`src/rtl/exc_commit_if.sv`:
```
// Writeback-stage commit handshake seen by the commit-point exception arbiter.
interface exc_commit_if;
  logic        wb_valid;
  logic [31:0] wb_pc;
  logic [14:0] wb_exc_vec;
  logic [31:0] wb_fetch_badv;
  logic [31:0] wb_mem_badv;
  logic        wb_is_ertn;
  logic        wb_is_idle;
  logic        wb_refetch;
  logic        wb_ready;

  modport master (
    output wb_valid, wb_pc, wb_exc_vec, wb_fetch_badv, wb_mem_badv,
           wb_is_ertn, wb_is_idle, wb_refetch,
    input  wb_ready
  );

  modport slave (
    input  wb_valid, wb_pc, wb_exc_vec, wb_fetch_badv, wb_mem_badv,
           wb_is_ertn, wb_is_idle, wb_refetch,
    output wb_ready
  );
endinterface

```
`src/rtl/exc_commit.sv`:
```
// Commit-point exception arbiter: classifies the committing instruction, emits
// one-cycle CSR event pulses, and holds flush / IDLE until the redirect settles.
module exc_commit #(
  parameter int unsigned FLUSH_CYCLES = 2
) (
  input  logic               clk,
  input  logic               reset,
  exc_commit_if.slave        wb,
  input  logic               ie,
  input  logic [11:0]        lie,
  input  logic [11:0]        is,
  output logic               is_exc,
  output logic [5:0]         excode,
  output logic [8:0]         esubcode,
  output logic [31:0]        badvaddr,
  output logic [31:0]        csr_pc,
  output logic               is_ertn,
  output logic               is_fetch_again,
  output logic               is_idle,
  output logic               flush
);

  typedef enum logic [1:0] {RUN, IDLE, FLUSH} state_t;

  typedef struct packed {
    logic [5:0] code;
    logic [8:0] esub;
    logic [1:0] badv_sel;  // 0: none, 1: fetch address, 2: memory address
  } exc_cls_t;

  localparam logic [2:0] FLUSH_LAST = 3'(FLUSH_CYCLES - 1);

  function automatic exc_cls_t exc_decode(input logic [14:0] vec);
    exc_cls_t   c;
    logic [3:0] idx;
    idx = 4'd0;
    for (int i = 14; i >= 0; i--)
      if (vec[i]) idx = 4'(i);
    c.esub     = 9'd0;
    c.badv_sel = (idx <= 4'd3) ? 2'd1 : ((idx >= 4'd8) ? 2'd2 : 2'd0);
    case (idx)
      4'd0:    c.code = 6'h08;
      4'd1:    c.code = 6'h3F;
      4'd2:    c.code = 6'h03;
      4'd3:    c.code = 6'h07;
      4'd4:    c.code = 6'h0D;
      4'd5:    c.code = 6'h0E;
      4'd6:    c.code = 6'h0B;
      4'd7:    c.code = 6'h0C;
      4'd8:    c.code = 6'h09;
      4'd9:    begin c.code = 6'h08; c.esub = 9'd1; end
      4'd10:   c.code = 6'h3F;
      4'd11:   c.code = 6'h01;
      4'd12:   c.code = 6'h02;
      4'd13:   c.code = 6'h04;
      4'd14:   c.code = 6'h07;
      default: c.code = 6'h00;
    endcase
    return c;
  endfunction

  state_t     state_q, state_d;
  logic [2:0] cnt_q, cnt_d;

  logic        commit, int_pend;
  exc_cls_t    cls;
  logic        exc_p0, ertn_p0, fa_p0, idle_p0, vld_p0;
  logic [5:0]  code_p0;
  logic [8:0]  esub_p0;
  logic [31:0] badv_p0, pc_p0;
  logic        idle_p1;

  // State register
  always_ff @(posedge clk) begin
    if (reset) begin
      state_q <= RUN;
      cnt_q   <= 3'd0;
    end else begin
      state_q <= state_d;
      cnt_q   <= cnt_d;
    end
  end

  // Next-state logic; the counter only decrements while nonzero so it cannot wrap
  always_comb begin
    state_d = state_q;
    cnt_d   = cnt_q;
    case (state_q)
      RUN: begin
        if (exc_p0 || ertn_p0 || fa_p0) begin
          state_d = FLUSH;
          cnt_d   = FLUSH_LAST;
        end else if (idle_p0) begin
          state_d = IDLE;
        end
      end
      IDLE: begin
        if (exc_p0) begin
          state_d = FLUSH;
          cnt_d   = FLUSH_LAST;
        end
      end
      FLUSH: begin
        if (cnt_q == 3'd0) state_d = RUN;
        else               cnt_d   = cnt_q - 3'd1;
      end
      default: state_d = RUN;
    endcase
  end

  // Stage p0: classify the committing instruction (or the IDLE wake-up interrupt)
  always_comb begin
    wb.wb_ready = (state_q == RUN);
    commit      = wb.wb_valid && (state_q == RUN);
    int_pend    = ie && (|(lie & is));
    cls         = exc_decode(wb.wb_exc_vec);
    exc_p0      = 1'b0;
    ertn_p0     = 1'b0;
    fa_p0       = 1'b0;
    idle_p0     = 1'b0;
    code_p0     = cls.code;
    esub_p0     = cls.esub;
    badv_p0     = (cls.badv_sel == 2'd1) ? wb.wb_fetch_badv :
                  (cls.badv_sel == 2'd2) ? wb.wb_mem_badv   : 32'd0;
    pc_p0       = wb.wb_pc;
    if (commit) begin
      if (int_pend) begin
        exc_p0  = 1'b1;
        code_p0 = 6'h00;
        esub_p0 = 9'd0;
        badv_p0 = 32'd0;
      end else if (|wb.wb_exc_vec) begin
        exc_p0  = 1'b1;
      end else if (wb.wb_is_ertn) begin
        ertn_p0 = 1'b1;
      end else if (wb.wb_refetch) begin
        fa_p0   = 1'b1;
      end else if (wb.wb_is_idle) begin
        idle_p0 = 1'b1;
      end
    end else if ((state_q == IDLE) && int_pend) begin
      // csr_pc still holds the IDLE instruction's pc latched at IDLE entry
      exc_p0  = 1'b1;
      code_p0 = 6'h00;
      esub_p0 = 9'd0;
      badv_p0 = 32'd0;
      pc_p0   = csr_pc;
    end
    vld_p0 = exc_p0 || ertn_p0 || fa_p0 || idle_p0;
  end

  // Stage p1: registered event pulses and held CSR data
  always_ff @(posedge clk) begin
    if (reset) begin
      is_exc         <= 1'b0;
      is_ertn        <= 1'b0;
      is_fetch_again <= 1'b0;
      idle_p1        <= 1'b0;
      excode         <= 6'd0;
      esubcode       <= 9'd0;
      badvaddr       <= 32'd0;
      csr_pc         <= 32'd0;
    end else begin
      is_exc         <= exc_p0;
      is_ertn        <= ertn_p0;
      is_fetch_again <= fa_p0;
      idle_p1        <= idle_p0;
      if (exc_p0) begin
        excode   <= code_p0;
        esubcode <= esub_p0;
        badvaddr <= badv_p0;
      end
      if (vld_p0) csr_pc <= pc_p0;
    end
  end

  assign is_idle = idle_p1;
  assign flush   = (state_q == FLUSH) || idle_p1;

endmodule

```
`src/flat_wrapper.sv`:
```
// flat-port wrapper written by rule: the top's interface ports become plain ports
module exc_commit_flat 
#(
  parameter int unsigned FLUSH_CYCLES = 2
)
  (clk, reset, ie, lie, is, is_exc, excode, esubcode, badvaddr, csr_pc, is_ertn, is_fetch_again, is_idle, flush, wb_wb_valid, wb_wb_pc, wb_wb_exc_vec, wb_wb_fetch_badv, wb_wb_mem_badv, wb_wb_is_ertn, wb_wb_is_idle, wb_wb_refetch, wb_wb_ready);
  exc_commit_if wb_i ();
  input  logic clk;
  input  logic reset;
  input  logic ie;
  input  logic [11:0] lie;
  input  logic [11:0] is;
  output logic is_exc;
  output logic [5:0] excode;
  output logic [8:0] esubcode;
  output logic [31:0] badvaddr;
  output logic [31:0] csr_pc;
  output logic is_ertn;
  output logic is_fetch_again;
  output logic is_idle;
  output logic flush;
  input wire logic [$bits(wb_i.wb_valid)-1:0] wb_wb_valid;
  input wire logic [$bits(wb_i.wb_pc)-1:0] wb_wb_pc;
  input wire logic [$bits(wb_i.wb_exc_vec)-1:0] wb_wb_exc_vec;
  input wire logic [$bits(wb_i.wb_fetch_badv)-1:0] wb_wb_fetch_badv;
  input wire logic [$bits(wb_i.wb_mem_badv)-1:0] wb_wb_mem_badv;
  input wire logic [$bits(wb_i.wb_is_ertn)-1:0] wb_wb_is_ertn;
  input wire logic [$bits(wb_i.wb_is_idle)-1:0] wb_wb_is_idle;
  input wire logic [$bits(wb_i.wb_refetch)-1:0] wb_wb_refetch;
  output wire logic [$bits(wb_i.wb_ready)-1:0] wb_wb_ready;
  assign wb_i.wb_valid = wb_wb_valid;
  assign wb_i.wb_pc = wb_wb_pc;
  assign wb_i.wb_exc_vec = wb_wb_exc_vec;
  assign wb_i.wb_fetch_badv = wb_wb_fetch_badv;
  assign wb_i.wb_mem_badv = wb_wb_mem_badv;
  assign wb_i.wb_is_ertn = wb_wb_is_ertn;
  assign wb_i.wb_is_idle = wb_wb_is_idle;
  assign wb_i.wb_refetch = wb_wb_refetch;
  assign wb_wb_ready = wb_i.wb_ready;
  exc_commit #(.FLUSH_CYCLES(FLUSH_CYCLES)) u_core (.clk(clk), .reset(reset), .wb(wb_i), .ie(ie), .lie(lie), .is(is), .is_exc(is_exc), .excode(excode), .esubcode(esubcode), .badvaddr(badvaddr), .csr_pc(csr_pc), .is_ertn(is_ertn), .is_fetch_again(is_fetch_again), .is_idle(is_idle), .flush(flush));
endmodule
```
`config.mk`:
```
export PLATFORM = sky130hd
export DESIGN_NAME = exc_commit_flat
export DESIGN_NICKNAME = d
export VERILOG_FILES = /design/src/rtl/exc_commit_if.sv /design/src/rtl/exc_commit.sv /design/src/flat_wrapper.sv
export SDC_FILE = /design/constraint.sdc
export NUM_CORES = 1
export LEC_CHECK = 0
export ABC_AREA = 1
export BUFFER_PORTS_ARGS = -buffer_cell sky130_fd_sc_hd__buf_4
export CAP_MARGIN = 20
export CELL_PAD_IN_SITES_DETAIL_PLACEMENT = 2
export CELL_PAD_IN_SITES_GLOBAL_PLACEMENT = 2
export CORE_UTILIZATION = 22
export DETAILED_ROUTE_END_ITERATION = 10
export GPL_TIMING_DRIVEN = 1
export PLACE_DENSITY = 0.87
export SLEW_MARGIN = 20
export SYNTH_ARGS = -nofsm -noshare
export SYNTH_HDL_FRONTEND = slang
export SYNTH_SLANG_ARGS = --single-unit
```
`constraint.sdc`:
```
create_clock -name clk -period 2.71 [get_ports clk]
set_clock_uncertainty 0.2 [all_clocks]
set_input_delay 0.542 -clock clk [delete_from_list [all_inputs] [get_ports clk]]
set_output_delay 0.542 -clock clk [all_outputs]
set_load 0.01 [all_outputs]
```
==> impl_metrics.tcl <==
set metrics [dict create \
    totalNegativeSetupSlack_ns 0 \
    ctsResizeCount 0 \
    holdCritPathClass "in2reg" \
    synthSimpleGateAreaFrac 0.275 \
    yosysSeqAreaShare 0.419 \
    dominant_combinational_cell_family_by_area_after_synthesis "simple AND/OR/NAND/NOR gates" \
    drtAntennaViolNets 0 \
    cts-buffers-inserted 9 \
    synth_xor_xnor_area_share 0.00232 \
    yosysUniqueCellTypes 33 \
    vdd.ir_drop.worst_uv 272 \
    count_of_max_cap_constraint_violations 0 \
    worst-endpoint-required_ns 2.79 \
    die_area_mm2 0.0177 \
    min_period_ns 2.27 \
    firstDrtPassIters 4 \
    report.final.setup_viol 0 \
    vias_per_cell 4.52 \
    mostFrequentLayoutCell "sky130_fd_sc_hd__buf_4" \
    synthesis.instances 505 \
    leakage_nw 2.82 \
    post-dp-hpwl_mm 11.0 \
    tightest_slew_ns 0.955 \
    routed_wire_length_per_instance_um 15.3 \
    place.port_buffers 218 \
    route.detailed.drc 0 \
    cts.reportedPaths.clkPinSlew_ns 0.07 \
    effective_utilization_at_floorplan 0.226 \
    clock_tree_from_tritoncts "yes" \
    share_of_the_cycle_needed_by_the_critical_path_after_routing 0.836 \
    clock-root-buffer "sky130_fd_sc_hd__clkbuf_16" \
    max-slew-margin-rel 0.363 \
    finish.net_count 854 \
    core_region_area_mm2 0.0167 \
    worst-endpoint-arrival_ns 2.34 \
    num_io_pins 227 \
    initial_antenna_violation_count 0 \
    cts-root-to-sink-buffers 2 \
    detailedRoute.firstIterationViolations 97 \
    dieWidth_um 133 \
    worst_skew_pair_latency_ns 0.34 \
    synth_top_area_share 0.419 \
    grt_usage 0.163 \
    cts_setup_buffers 0 \
    critical_path.startpoint_type "primary input" \
    post_synth_mux_area_share 0 \
    grt_pass1_wl_mm 22.9 \
    grt-ovfl-total 0 \
    clock_sinks 79 \
    vias 4227 \
    worst_hold_slack_ns 0.241 \
    postCtsHoldBufs 0 \
    place.gp.congestion 0.780 \
    detail_route.wirelength_mm 14.3 \
    grt_pass1_vias 4642 \
    cp-end-kind "flip-flop" \
    outcome "finished, final reports clean" \
    total_design_power_mw 3.19 \
    filler_cell_count 1952 \
    synth_top_area_cell "sky130_fd_sc_hd__dfxtp_1" \
    yosys_warnings 0 \
    syn-cell-area_mm2 0.00378 \
    power_density_mw_per_mm2 542 \
    synth_compound_area_frac 0.199 \
    mostFrequentLayoutCells "sky130_fd_sc_hd__buf_4 (219), sky130_fd_sc_hd__nand2_1 (113), sky130_fd_sc_hd__dfxtp_1 (79)" \
    post_synth_fa_ha_maj_area_fraction 0.00662 \
    finalHoldViolCount 0 \
    grt_setup_unrepaired "no" \
    finalMaxSlewViolations 0 \
    die_h_um 133 \
    placement_rows 47 \
    grt_max_degree 48 \
    cts.htree.levels 3 \
    synth_seq_cells 79 \
    synthesis_to_layout_area_growth_pct 55.6 \
    synth_top_cells_by_area "sky130_fd_sc_hd__dfxtp_1 (42%), sky130_fd_sc_hd__nand2_1 (11%), sky130_fd_sc_hd__a22o_1 (7.9%)" \
    max_clock_freq_ghz 0.441 \
    antenna_cells 0 \
    synth_area_per_cell_um2 7.48 \
    whs_path_cells 3 \
    critPathMaxFanout 32 \
    worst_r2r_path_depth 9 \
    reg2reg_slack_ns 0.53 \
    timing.setup.critical_path_class "in2reg" \
    final_layout_size_suffix_gt1_frac 0.408 \
]
==> flip-flops by register name, summed over array words and instances (netlist names) <==
register / count
u_core.state_q: 2
u_core.excode: 5
u_core.csr_pc: 32
u_core.esubcode: 1
u_core.badvaddr: 32
u_core.is_idle: 1
u_core.is_exc: 1
u_core.cnt_q: 3
u_core.is_fetch_again: 1
u_core.is_ertn: 1
==> metal layers <==
layer | part of all wire | track usage
met5 | 0 | 0
met4 | 0.0098 | 0.0415
met2 | 0.53 | 0.314
met1 | 0.39 | 0.167
met3 | 0.078 | 0.0533
==> final timing paths <==
check / startpoint / endpoint
setup / recovery: wb_wb_exc_vec[1] / u_core.csr_pc[23]$_SDFFE_PP0P_
setup reg to reg: u_core.state_q[1]$_SDFFE_PP0P_ / u_core.csr_pc[23]$_SDFFE_PP0P_
hold / removal: wb_wb_pc[0] / u_core.csr_pc[0]$_SDFFE_PP0P_
hold reg to reg: u_core.badvaddr[14]$_SDFFE_PP0P_ / u_core.badvaddr[14]$_SDFFE_PP0P_
==> synthesized netlist by cell type <==
cell	count
sky130_fd_sc_hd__a21oi_1	43
sky130_fd_sc_hd__a221oi_1	1
sky130_fd_sc_hd__a221oi_2	1
sky130_fd_sc_hd__a22o_1	34
sky130_fd_sc_hd__buf_1	4
sky130_fd_sc_hd__buf_2	7
sky130_fd_sc_hd__buf_4	9
sky130_fd_sc_hd__buf_6	3
sky130_fd_sc_hd__buf_8	3
sky130_fd_sc_hd__clkbuf_1	10
sky130_fd_sc_hd__conb_1	1
sky130_fd_sc_hd__dfxtp_1	79
sky130_fd_sc_hd__ha_1	2
sky130_fd_sc_hd__inv_1	27
sky130_fd_sc_hd__inv_2	8
sky130_fd_sc_hd__inv_4	1
sky130_fd_sc_hd__nand2_1	113
sky130_fd_sc_hd__nand2_4	2
sky130_fd_sc_hd__nand3_1	15
sky130_fd_sc_hd__nand3_2	2
sky130_fd_sc_hd__nand4_1	4
sky130_fd_sc_hd__nor2_1	50
sky130_fd_sc_hd__nor2_2	34
sky130_fd_sc_hd__nor2_4	2
sky130_fd_sc_hd__nor3_1	1
sky130_fd_sc_hd__nor3_2	1
sky130_fd_sc_hd__nor3b_1	1
sky130_fd_sc_hd__nor4_1	3
sky130_fd_sc_hd__o21ai_0	11
sky130_fd_sc_hd__o21ai_1	30
sky130_fd_sc_hd__o21ai_2	1
sky130_fd_sc_hd__or2_2	1
sky130_fd_sc_hd__xor2_1	1
==> worst max-delay path, stage by stage <==
cell and delay, ns:
sky130_fd_sc_hd__buf_4 0.12, sky130_fd_sc_hd__nor2_2 0.14, sky130_fd_sc_hd__nand3_2 0.11, sky130_fd_sc_hd__nor2_2 0.16, sky130_fd_sc_hd__inv_2 0.07, sky130_fd_sc_hd__nor2_4 0.10
sky130_fd_sc_hd__inv_2 0.06, sky130_fd_sc_hd__nor2_4 0.15, sky130_fd_sc_hd__nand2_1 0.12, sky130_fd_sc_hd__nand3_2 0.11, sky130_fd_sc_hd__nand2_4 0.07, sky130_fd_sc_hd__inv_4 0.37
sky130_fd_sc_hd__nor2_1 0.09, sky130_fd_sc_hd__nor2_1 0.12
==> per-stage QoR <==
step	std cells	cell area (um2)	util	worst slack [ns]
floorplan	512	3800	-	0.540
global placement	919	5570	0.334	0.178
detailed placement	919	5570	0.334	0.0728
CTS	935	5880	0.352	0.432
global route	935	5880	0.352	0.242
finish	935	5880	0.352	0.444
==> cells by family after synthesis <==
family	after synthesis
compound gates	121
buf+inv	72
other cells	1
fa+ha+maj	2
xor+xnor	1
simple gates	229
flops	79
==> area by class of cell <==
cell class,count,area (um2),area share
multi-input combinational,361,1850,0.315
timing repair buffer,223,1720,0.293
sequential,79,1580,0.269
tap,220,275,0.0468
clock buffer,9,225,0.0383
inverter,36,138,0.0234
clock inverter,7,85.1,0.0145
==> power by group <==
group	switching (mW)	total, mW	internal [mW]	leakage, nW
clock network	0.538	1.27	0.733	0.146
registers	0.0483	1.28	1.23	0.648
logic	0.309	0.637	0.328	2.03
No activity file was read; power rests on OpenSTA's default activity.
